==> config.mk <==
export PLATFORM = sky130hd
export DESIGN_NAME = my_cpu_mc_control
export DESIGN_NICKNAME = d
export VERILOG_FILES = /design/src/rtl/my_cpu_mc_control.sv
export SDC_FILE = /design/constraint.sdc
export NUM_CORES = 1
export LEC_CHECK = 0
export BUFFER_PORTS_ARGS = -buffer_cell sky130_fd_sc_hd__buf_2
export CORE_UTILIZATION = 45
export DETAILED_ROUTE_END_ITERATION = 8
export PLACE_DENSITY_LB_ADDON = 0.2
export SETUP_SLACK_MARGIN = 0.2
export SYNTH_ARGS = -nofsm -noshare
export SYNTH_HDL_FRONTEND = slang
export SYNTH_SLANG_ARGS = --single-unit
==> constraint.sdc <==
create_clock -name clk -period 2.9 [get_ports clk]
set_input_delay 0.87 -clock clk [delete_from_list [all_inputs] [get_ports clk]]
set_output_delay 0.87 -clock clk [all_outputs]
set_load 0.1 [all_outputs]
==> src/rtl/my_cpu_mc_control.sv <==
// Multi-cycle RV32I control unit: sequences fetch/decode/execute/memory/writeback
// over one shared memory port, with a wait-state timeout that traps a dead bus.
module my_cpu_mc_control #(
    parameter int WAIT_MAX = 255
) (
    input  logic       clk,
    input  logic       rst_n,
    input  logic [4:0] OPcode,
    input  logic [2:0] Fun3,
    input  logic       Fun7,
    input  logic       MIO_ready,
    input  logic       branch_cond,
    output logic       CPU_MIO,
    output logic       MemRW,
    output logic       IorD,
    output logic       IRWrite,
    output logic       PCWrite,
    output logic [1:0] PCSource,
    output logic [1:0] ALUSrc_A,
    output logic [1:0] ALUSrc_B,
    output logic [1:0] ImmSel,
    output logic [3:0] ALU_Control,
    output logic       RegWrite,
    output logic [1:0] MemtoReg,
    output logic       illegal,
    output logic       bus_err,
    output logic [3:0] state
);

    typedef enum logic [3:0] {
        S_IF      = 4'd0,
        S_ID      = 4'd1,
        S_EX_ALU  = 4'd2,
        S_EX_ADR  = 4'd3,
        S_MEM_RD  = 4'd4,
        S_MEM_WR  = 4'd5,
        S_WB_ALU  = 4'd6,
        S_WB_LD   = 4'd7,
        S_EX_BR   = 4'd8,
        S_EX_JAL  = 4'd9,
        S_EX_JALR = 4'd10,
        S_TRAP    = 4'd11
    } state_t;

    localparam logic [4:0] OP_R    = 5'b01100;
    localparam logic [4:0] OP_I    = 5'b00100;
    localparam logic [4:0] OP_LW   = 5'b00000;
    localparam logic [4:0] OP_SW   = 5'b01000;
    localparam logic [4:0] OP_BR   = 5'b11000;
    localparam logic [4:0] OP_JAL  = 5'b11011;
    localparam logic [4:0] OP_JALR = 5'b11001;

    localparam logic [3:0] ALU_ADD  = 4'b0000;
    localparam logic [3:0] ALU_SUB  = 4'b1000;
    localparam logic [3:0] ALU_SLT  = 4'b0010;
    localparam logic [3:0] ALU_SLTU = 4'b0011;

    localparam int CW = $clog2(WAIT_MAX + 1);

    state_t          cur_state;
    state_t          next_state;
    logic [CW-1:0]   wait_cnt;
    logic            timeout;

    assign state = cur_state;

    // The WAIT_MAX-th consecutive wait cycle is the last one tolerated.
    assign timeout = CPU_MIO && !MIO_ready && (wait_cnt == CW'(WAIT_MAX - 1));

    always_ff @(posedge clk or negedge rst_n) begin
        if (!rst_n) begin
            cur_state <= S_IF;
        end else begin
            cur_state <= next_state;
        end
    end

    always_ff @(posedge clk or negedge rst_n) begin
        if (!rst_n) begin
            wait_cnt <= '0;
            illegal  <= 1'b0;
            bus_err  <= 1'b0;
        end else begin
            if (CPU_MIO && !MIO_ready && (next_state == cur_state)) begin
                if (wait_cnt != CW'(WAIT_MAX)) begin
                    wait_cnt <= wait_cnt + CW'(1);
                end
            end else begin
                wait_cnt <= '0;
            end
            if ((cur_state == S_ID) && (next_state == S_TRAP)) begin
                illegal <= 1'b1;
            end
            if (timeout) begin
                bus_err <= 1'b1;
            end
        end
    end

    always_comb begin
        next_state  = cur_state;
        CPU_MIO     = 1'b0;
        MemRW       = 1'b0;
        IorD        = 1'b0;
        IRWrite     = 1'b0;
        PCWrite     = 1'b0;
        PCSource    = 2'b00;
        ALUSrc_A    = 2'b00;
        ALUSrc_B    = 2'b00;
        ImmSel      = 2'b00;
        ALU_Control = ALU_ADD;
        RegWrite    = 1'b0;
        MemtoReg    = 2'b00;

        case (cur_state)
            S_IF: begin
                CPU_MIO  = 1'b1;
                ALUSrc_B = 2'b10;
                IRWrite  = MIO_ready;
                PCWrite  = MIO_ready;
                if (MIO_ready) begin
                    next_state = S_ID;
                end
            end
            // Branch target is precomputed here so EX_BR can use ALUOut.
            S_ID: begin
                ALUSrc_A = 2'b01;
                ALUSrc_B = 2'b01;
                ImmSel   = 2'b10;
                case (OPcode)
                    OP_R, OP_I:   next_state = S_EX_ALU;
                    OP_LW, OP_SW: next_state = S_EX_ADR;
                    OP_BR:        next_state = S_EX_BR;
                    OP_JAL:       next_state = S_EX_JAL;
                    OP_JALR:      next_state = S_EX_JALR;
                    default:      next_state = S_TRAP;
                endcase
            end
            // Immediate forms only honour Fun7 for shifts, so SUB never appears.
            S_EX_ALU: begin
                ALUSrc_A = 2'b10;
                if (OPcode == OP_R) begin
                    ALUSrc_B    = 2'b00;
                    ALU_Control = {Fun7, Fun3};
                end else begin
                    ALUSrc_B    = 2'b01;
                    ALU_Control = {Fun7 & (Fun3 == 3'b101), Fun3};
                end
                next_state = S_WB_ALU;
            end
            S_WB_ALU: begin
                RegWrite   = 1'b1;
                next_state = S_IF;
            end
            S_EX_ADR: begin
                ALUSrc_A = 2'b10;
                ALUSrc_B = 2'b01;
                if (OPcode == OP_SW) begin
                    ImmSel     = 2'b01;
                    next_state = S_MEM_WR;
                end else begin
                    next_state = S_MEM_RD;
                end
            end
            S_MEM_RD: begin
                CPU_MIO = 1'b1;
                IorD    = 1'b1;
                if (MIO_ready) begin
                    next_state = S_WB_LD;
                end
            end
            S_MEM_WR: begin
                CPU_MIO = 1'b1;
                IorD    = 1'b1;
                MemRW   = 1'b1;
                if (MIO_ready) begin
                    next_state = S_IF;
                end
            end
            S_WB_LD: begin
                RegWrite   = 1'b1;
                MemtoReg   = 2'b01;
                next_state = S_IF;
            end
            S_EX_BR: begin
                ALUSrc_A = 2'b10;
                PCSource = 2'b01;
                PCWrite  = branch_cond;
                case (Fun3[2:1])
                    2'b10:   ALU_Control = ALU_SLT;
                    2'b11:   ALU_Control = ALU_SLTU;
                    default: ALU_Control = ALU_SUB;
                endcase
                next_state = S_IF;
            end
            S_EX_JAL: begin
                ALUSrc_A   = 2'b01;
                ALUSrc_B   = 2'b01;
                ImmSel     = 2'b11;
                PCWrite    = 1'b1;
                RegWrite   = 1'b1;
                MemtoReg   = 2'b10;
                next_state = S_IF;
            end
            S_EX_JALR: begin
                ALUSrc_A   = 2'b10;
                ALUSrc_B   = 2'b01;
                PCSource   = 2'b10;
                PCWrite    = 1'b1;
                RegWrite   = 1'b1;
                MemtoReg   = 2'b10;
                next_state = S_IF;
            end
            S_TRAP: begin
                next_state = S_TRAP;
            end
            default: begin
                next_state = S_TRAP;
            end
        endcase

        if (timeout) begin
            next_state = S_TRAP;
        end
    end

endmodule
==> flow_summary_export.csv, run 1 <==
group,metric,value,unit
yosys,synth_top_area_cell,"dfrtp_1",
run_status,run_status,"finished, final reports clean",
die,num_rows,17,
worst_setup_path,cp.arrival,1.86,ns
clocking,clock_sinks,14,
worst_setup_path,crit_chain,"buf_8 -> nor3_4 -> nand4b_1 -> a21boi_4 -> buf_12",
worst_setup_path,r2r-start,"state[2]$_DFF_PN0_",
clocking,clock_latency,0.28,ns
worst_setup_path,max_stage_delay,0.26,ns
drt,vias,1114,
worst_setup_path,cp-endpoint,"ImmSel[0]",
placement,dp_slack,0.108,ns
yosys,syn_nets,138,
yosys,seq_area_frac_synth,0.312,
yosys,synth_most_common_cell,"dfrtp_1",
final_layout,antenna_cells,0,
timing,worst_pin_slew,0.499,ns
drt,via_per_inst,5.54,
yosys,synth_edf_count,0,
timing,period_share,0.942,
final_layout,drive_gt1_frac,0.555,
final_layout,area_growth,57.1,%
yosys,synthTopCellsByArea,"dfrtp_1 (31%), nor2_1 (4.3%), nor3_2 (3.6%)",
timing,rsz0062_at_grt,"true",
yosys,netlist_area,0.00112,mm2
timing,setup_tns,0,ns
die,start_util,0.493,
global_routing,antenna_found_initial,0,
global_routing,grt_pass1_wl,4830,um
clocking,clockBufferDepth,2,
timing,fin_ws,0.169,ns
die,die_w,51.9,um
timing,fin_skew,0.00271,ns
hold_path,hp-class,"input port to asynchronous set/reset pin",
clocking,cts_inserted_buffers,3,
timing,setup_viol,0,
yosys,ys.flop_type,"dfrtp_1",
timing,slew_violations,0,
worst_setup_path,r2r_setup_slack,1.19,ns
placement,dpl.hpwl,2120,um
timing,hold_violations,0,
timing,max_freq,0.366,GHz
worst_setup_path,crit_fanout,6,
global_routing,gr-total-overflow,0,
placement,port_buffers,38,
die,die_area,0.00270,mm2
drt,finalWirelength,2960,um
worst_setup_path,crit_path_top_delay_cell,"nor3_4",
yosys,synth_top_area_share,0.312,
timing,relSlewSlack,0.669,
die,io_pins,39,
die,die_h,51.9,um
yosys,async_flop_share,1.00,
die,core_area,0.00228,mm2
clocking,cts_tree,"built",
timing,period_minus_slack,2.73,ns
worst_setup_path,start_kind,"input port",
final_layout,fin_util,0.775,
yosys,ys.warnings.count,0,
clocking,hold_buffers,0,
worst_setup_path,crit_path_end_kind,"primary output",
drt,dr.pass1.iters,4,
global_routing,grt_max_degree,15,
worst_setup_path,r2r_cells,5,
worst_setup_path,crit_type,"input port to primary output",
clocking,cts_root_buf,"clkbuf_4",
clocking,htreeDepth,1,
placement,gp_congestion,0.796,
clocking,path_clk_slew,0.08,ns
final_layout,nNetsFinal,190,
worst_setup_path,startpoint,"OPcode[0]",
yosys,syn_avg_cell_area,9.12,um2
worst_setup_path,cp.required,2.03,ns
flow_run,maxCapViolCount,0,
drt,drt_iter0_markers,22,
drt,drcViolationCount,0,
global_routing,grt_usage,0.244,
global_routing,grt_pass1_vias,1069,
drt,wl_per_cell,14.7,um
yosys,yosysUniqueCellTypes,52,
yosys,synthCells,123,
yosys,synth_seq_cells,14,
yosys,yosys-top-cells-count,"dfrtp_1 (14), nor2_1 (13), nand2_1 (9)",
drt,final_antenna_net_count,0,
worst_setup_path,rr_endpoint,"state[1]$_DFF_PN0_",
-- cells in the final DEF, fill, tap and decap left out, drive strengths merged, types with 2 or more instances in the layout --
| master | n |
|---|---|
| a211oi | 2 |
| o21ai | 6 |
| dfrtp | 14 |
| nor3b | 2 |
| nand4b | 2 |
| nor3 | 6 |
| nand2b | 7 |
| and2 | 4 |
| o21a | 2 |
| o211ai | 2 |
| nor2 | 13 |
| xor2 | 2 |
| nor2b | 3 |
| a21oi | 5 |
| xnor2 | 3 |
| nand2 | 9 |
| ha | 2 |
| and3b | 2 |
| inv | 5 |
| buf | 53 |
| clkbuf | 3 |
| and4 | 2 |
| nor4 | 2 |
| a221oi | 2 |
| nand3 | 4 |
-- worst min-delay path by stage --
stage	cells past startpoint	start	slack [ns]	endpoint
finish	1	rst_n	0.46	wait_cnt[6]$_DFFE_PN0P_
CTS	1	rst_n	0.47	bus_err$_DFFE_PN0P_
floorplan	2	wait_cnt[7]$_DFFE_PN0P_	0.54	wait_cnt[7]$_DFFE_PN0P_
global placement	1	bus_err$_DFFE_PN0P_	0.45	bus_err$_DFFE_PN0P_
detailed placement	1	bus_err$_DFFE_PN0P_	0.45	bus_err$_DFFE_PN0P_
global route	1	rst_n	0.48	bus_err$_DFFE_PN0P_
-- routing by layer --
| layer | routed length [um] | global-route usage | vias to the layer above |
|---|---|---|---|
| met2 | 1580 | 0.415 | 27 |
| met1 | 1250 | 0.317 | 533 |
| met5 | 0 | 0 | - |
| met4 | 14 | 0.0315 | 0 |
| li1 | - | - | 551 |
| met3 | 122 | 0.0643 | 3 |
-- metrics by stage --
| step | hold WS, ns | std cells | area (um2) |
|---|---|---|---|
| after floorplan | 0.540 | 123 | 1320 |
| after global placement | 0.445 | 185 | 1580 |
| after detailed placement | 0.454 | 185 | 1580 |
| after CTS | 0.470 | 198 | 1720 |
| after global routing | 0.481 | 201 | 1760 |
| final | 0.461 | 201 | 1760 |
-- flip-flops by register name (all words and copies together), names as in the netlist --
register and flops:
state 4, bus_err 1, illegal 1, wait_cnt 8
-- critical path: cells and delay by family --
family,cells,cell delay [ns]
buffers and inverters,2,0.29
AND/OR/NAND/NOR,2,0.49
AO/OA/AOI/OAI,1,0.21
-- cells by family after synthesis --
logic type,Yosys count,share of synthesized area
AO/OA/AOI/OAI,29,0.191
buffers and inverters,11,0.0557
multiplexers,1,0.00892
flip-flops,14,0.312
AND/OR/NAND/NOR,61,0.371
adder cells (fa/ha/maj),2,0.0223
XOR/XNOR,5,0.0390
-- cell type report --
type / instances / area, um2
clock buffers: 3 / 22.5
fillers: 144 / 513
multi-input cells: 98 / 882
repair buffers: 53 / 442
flip-flops and latches: 14 / 363
well taps: 28 / 35.0
inverters: 5 / 18.8
-- what timing repair did --
| action | CTS | global route |
|---|---|---|
| setup buffers | 10 | 3 |
| pin swaps | 6 | 4 |
| resized for setup | 10 | 1 |
| endpoints found under the setup margin | 7 | 8 |
Power of run 1 is left out: the tool's default activity adds up to more than one toggle a clock period on the data nets, which glitch-free logic cannot reach.
==> run 2, diff against run 1 <==
Settings changed: RECOVER_POWER set to 25.
==> run 2 against run 1 <==
Effect of this change:
- cell area about the same
- clock skew unchanged
- non-clock buffer count unchanged
- die area unchanged
- worst hold slack improved by 0.0088 ns
- cell count unchanged
- via count unchanged
- first-iteration DRC count unchanged
- worst setup slack unchanged
- count of clock-buffer cells in the layout unchanged
- register-to-register slack about the same
- fmax unchanged
- critical path type unchanged
- critical endpoint unchanged
==> flow_summary_export.csv, run 2 (synthesized netlist as in run 1, its figures left out) <==
group,metric,value,unit
run_status,run_status,"finished, final reports clean",
placement,dp_slack,0.108,ns
drt,wl_per_cell,14.7,um
clocking,cts_inserted_buffers,3,
worst_setup_path,crit_fanout,6,
timing,fin_skew,0.00271,ns
drt,drt_iter0_markers,22,
clocking,clock_sinks,14,
final_layout,nFillCells,145,
timing,period_minus_slack,2.73,ns
final_layout,largest_register_ffs,8,
die,start_util,0.493,
final_layout,layout.cells.most_common_list,"buf_2 (26), buf_4 (16), nor2_1 (11), dfrtp_1 (10), nand2_1 (9)",
global_routing,grt_usage,0.244,
global_routing,grt_max_degree,15,
worst_setup_path,r2r_setup_slack,1.19,ns
final_layout,mostFrequentLayoutCell,"buf_2",
die,num_rows,17,
clocking,cts_tree,"built",
die,die_w,51.9,um
timing,max_freq,0.366,GHz
hold_path,hp-class,"flop to flop",
timing,setup_viol,0,
global_routing,grt_pass1_vias,1069,
die,die_area,0.00270,mm2
final_layout,antenna_cells,0,
worst_setup_path,start_kind,"input port",
drt,dr.pass1.iters,4,
clocking,clock_latency,0.28,ns
die,die_h,51.9,um
worst_setup_path,crit_path_end_kind,"primary output",
drt,final_antenna_net_count,0,
placement,dpl.cell_count,185,
timing,period_share,0.942,
die,core_area,0.00228,mm2
worst_setup_path,r2r-start,"state[2]$_DFF_PN0_",
timing,holdWs,0.470,ns
global_routing,antenna_found_initial,0,
final_layout,regMostFlops,"wait_cnt",
timing,relSlewSlack,0.517,
hold_path,min_from,"bus_err$_DFFE_PN0P_",
hold_path,holdPathStages,1,
final_layout,drive_gt1_frac,0.549,
worst_setup_path,r2r_cells,5,
clocking,cts_root_buf,"clkbuf_4",
worst_setup_path,rr_endpoint,"state[1]$_DFF_PN0_",
flow_run,maxCapViolCount,0,
drt,via_per_inst,5.54,
final_layout,final_cell_count_no_fill,201,
clocking,path_clk_slew,0.08,ns
timing,slew_violations,0,
timing,worst_pin_slew,0.725,ns
placement,dpl.hpwl,2120,um
final_layout,fin_util,0.774,
clocking,htreeDepth,1,
worst_setup_path,cp.arrival,1.86,ns
final_layout,nNetsFinal,190,
final_layout,area_growth,57.0,%
global_routing,gr-total-overflow,0,
timing,fin_ws,0.169,ns
clocking,hold_buffers,0,
drt,drcViolationCount,0,
placement,gp_congestion,0.796,
placement,port_buffers,38,
hold_path,min_to,"bus_err$_DFFE_PN0P_",
drt,finalWirelength,2960,um
global_routing,grt_pass1_wl,4830,um
drt,vias,1114,
timing,rsz0062_at_grt,"true",
worst_setup_path,crit_type,"input port to primary output",
die,io_pins,39,
timing,hold_violations,0,
worst_setup_path,cp.required,2.03,ns
clocking,clockBufferDepth,2,
## run 2: metal layers
layer,global-route usage,vias to the layer above,wire (um)
met3,0.0643,3,126
li1,-,551,-
met4,0.0315,0,14
met1,0.317,533,1240
met5,0,-,0
met2,0.415,27,1580
## run 2: worst max-delay path by stage
stage / start / endpoint / slack, ns / cells past startpoint
floorplan: state[2]$_DFF_PN0_ / ALU_Control[3] / -0.47 / 4
global placement: MIO_ready / PCWrite / 0.13 / 5
detailed placement: OPcode[4] / ALUSrc_B[0] / 0.11 / 6
CTS: OPcode[0] / ALUSrc_B[0] / 0.14 / 6
global route: OPcode[0] / ALUSrc_B[0] / 0.10 / 6
finish: OPcode[0] / ImmSel[0] / 0.17 / 5
## run 2: worst max-delay path, stage by stage
cell and delay (ns):
buf_8 0.10, nor3_4 0.26, nand4b_1 0.23, a21boi_4 0.21, buf_12 0.19
## run 2: stage by stage
| stage | area, um2 | setup TNS, ns |
|---|---|---|
| after floorplan | 1320 | -1.58 |
| after global placement | 1580 | 0 |
| after detailed placement | 1580 | 0 |
| after CTS | 1720 | 0 |
| after global routing | 1760 | 0 |
| final | 1760 | 0 |
## run 2: final cells by class
type | instances | area (um2) | share of cell area
Clock buffer | 3 | 22.5 | 0.0128
Tap cell | 28 | 35.0 | 0.0199
Multi-Input combinational cell | 98 | 882 | 0.501
Sequential cell | 14 | 363 | 0.206
Timing Repair Buffer | 53 | 440 | 0.250
Inverter | 5 | 18.8 | 0.0107
## run 2: what timing repair did
| item | 4_1_cts | 5_1_grt |
|---|---|---|
| pin swaps | 6 | 4 |
| endpoints found under the setup margin | 7 | 8 |
| resized for setup | 10 | 1 |
| setup buffers | 10 | 3 |
Power of run 2 is left out for the same reason.
==> run 3, diff against run 2 <==
Settings changed: CORE_MARGIN set to 3.
==> run 3 against run 2 <==
Effect of this change:
- fmax rose by 1.1%
- global-route usage down 6.5 points
- clock skew rose by 0.0021 ns
- cell count rose by 2.5%
- register-to-register slack hardly changed
- flip-flop and latch count is the same
- first-iteration DRC count decreased by 41%
- largest cell class unchanged
- count of clock-buffer cells in the layout up 1
- routed wire length fell by 0.78%
- critical path type unchanged
- die area up 16%
==> flow_summary_export.csv, run 3 (synthesized netlist as in run 1, its figures left out) <==
group,metric,value,unit
timing,worst_pin_slew,0.742,ns
placement,dpl.hpwl,2010,um
die,core_area,0.00230,mm2
worst_setup_path,crit_type,"input port to primary output",
timing,rsz0062_at_grt,"true",
hold_path,min_to,"bus_err$_DFFE_PN0P_",
worst_setup_path,crit_fanout,4,
global_routing,grt_pass1_wl,4620,um
final_layout,drive_gt1_frac,0.573,
final_layout,area_growth,59.9,%
clocking,clock_sinks,14,
die,io_pins,39,
global_routing,grt_usage,0.179,
hold_path,holdPathStages,1,
timing,period_share,0.931,
global_routing,grt_max_degree,19,
placement,gp_congestion,0.734,
worst_setup_path,rr_endpoint,"state[1]$_DFF_PN0_",
drt,drcViolationCount,0,
timing,max_freq,0.370,GHz
final_layout,layout.cells.most_common_list,"buf_2 (24), buf_4 (23), nor2_1 (11), dfrtp_1 (10), nand2_1 (9)",
die,num_rows,17,
flow_run,maxCapViolCount,0,
clocking,cts_root_buf,"clkbuf_4",
global_routing,busiest_layer,"met2",
final_layout,nNetsFinal,194,
global_routing,met2_usage,0.321,
global_routing,antenna_found_initial,0,
run_status,run_status,"finished, final reports clean",
clocking,cts_tree,"built",
timing,fin_ws,0.199,ns
timing,fin_skew,0.00481,ns
clocking,clock_latency,0.28,ns
worst_setup_path,cp.arrival,1.83,ns
timing,holdWs,0.470,ns
die,die_area,0.00313,mm2
timing,slew_violations,0,
die,start_util,0.489,
drt,via_per_inst,5.52,
global_routing,gr-usage-met3,0.0209,
clocking,path_clk_slew,0.08,ns
drt,wl_per_cell,14.3,um
final_layout,largest_register_ffs,8,
final_layout,mostFrequentLayoutCell,"buf_2",
placement,placement.cell_area,0.00157,mm2
drt,vias,1138,
final_layout,design_area,0.00179,mm2
worst_setup_path,r2r_setup_slack,1.18,ns
final_layout,fin_util,0.781,
drt,final_antenna_net_count,0,
global_routing,grt_pass1_vias,1020,
final_layout,antenna_cells,0,
clocking,htreeDepth,1,
global_routing,gr-total-overflow,0,
worst_setup_path,start_kind,"input port",
hold_path,min_from,"bus_err$_DFFE_PN0P_",
placement,dp_slack,0.0982,ns
global_routing,use_met1,0.220,
timing,period_minus_slack,2.70,ns
drt,dr.pass1.iters,5,
die,die_w,55.9,um
worst_setup_path,cp.required,2.03,ns
timing,relSlewSlack,0.505,
clocking,cts_inserted_buffers,3,
placement,port_buffers,38,
hold_path,hp-class,"flop to flop",
timing,setup_viol,0,
clocking,hold_buffers,0,
die,die_h,55.9,um
worst_setup_path,r2r-start,"state[2]$_DFF_PN0_",
worst_setup_path,crit_path_end_kind,"primary output",
timing,hold_violations,0,
final_layout,regMostFlops,"wait_cnt",
worst_setup_path,r2r_cells,6,
drt,drt_iter0_markers,13,
drt,finalWirelength,2940,um
clocking,clockBufferDepth,2,
-- run 3: cell types whose count changed in the layout (fill, tap and decap cells not counted), sizes merged --
cell and delta:
buf +3, clkbuf +2
-- run 3: final cells by class --
cell class | count | area, um2
multi-input cells | 98 | 891
fillers | 146 | 503
repair buffers | 57 | 450
flip-flops and latches | 14 | 363
clock buffers | 4 | 36.3
well taps | 28 | 35.0
inverters | 5 | 18.8
-- run 3: repair_timing --
action                     4_1_cts  5_1_grt
gates resized for setup          8        7
setup endpoints to repair        9        8
pin swaps                        6        5
buffers inserted                10        8
-- run 3: worst max-delay path by stage --
stage	to	start	slack, ns	cells past startpoint
finish	PCWrite	MIO_ready	0.20	5
CTS	ALUSrc_B[0]	OPcode[0]	0.13	6
floorplan	ALU_Control[3]	state[2]$_DFF_PN0_	-0.47	4
detailed placement	ALUSrc_B[0]	OPcode[4]	0.1	6
global placement	PCWrite	MIO_ready	0.13	5
global route	ALUSrc_B[0]	OPcode[4]	0.14	6
-- run 3: per-stage QoR --
step                      cells  TNS (ns)
final                       206         0
after CTS                   198         0
after detailed placement    184         0
after global placement      184         0
after global routing        206         0
after floorplan             123     -1.58
-- run 3: worst max-delay path, stage by stage --
cell	delay, ns
buf_2	0.14
nor3b_2	0.18
and2_4	0.15
a211o_2	0.32
buf_12	0.17
-- run 3: routing by layer --
metal / up-vias / wire (um)
met2: 37 / 1510
met3: 2 / 146
li1: 560 / -
met1: 539 / 1270
met4: 0 / 15
met5: - / 0
Power of run 3 is left out for the same reason.
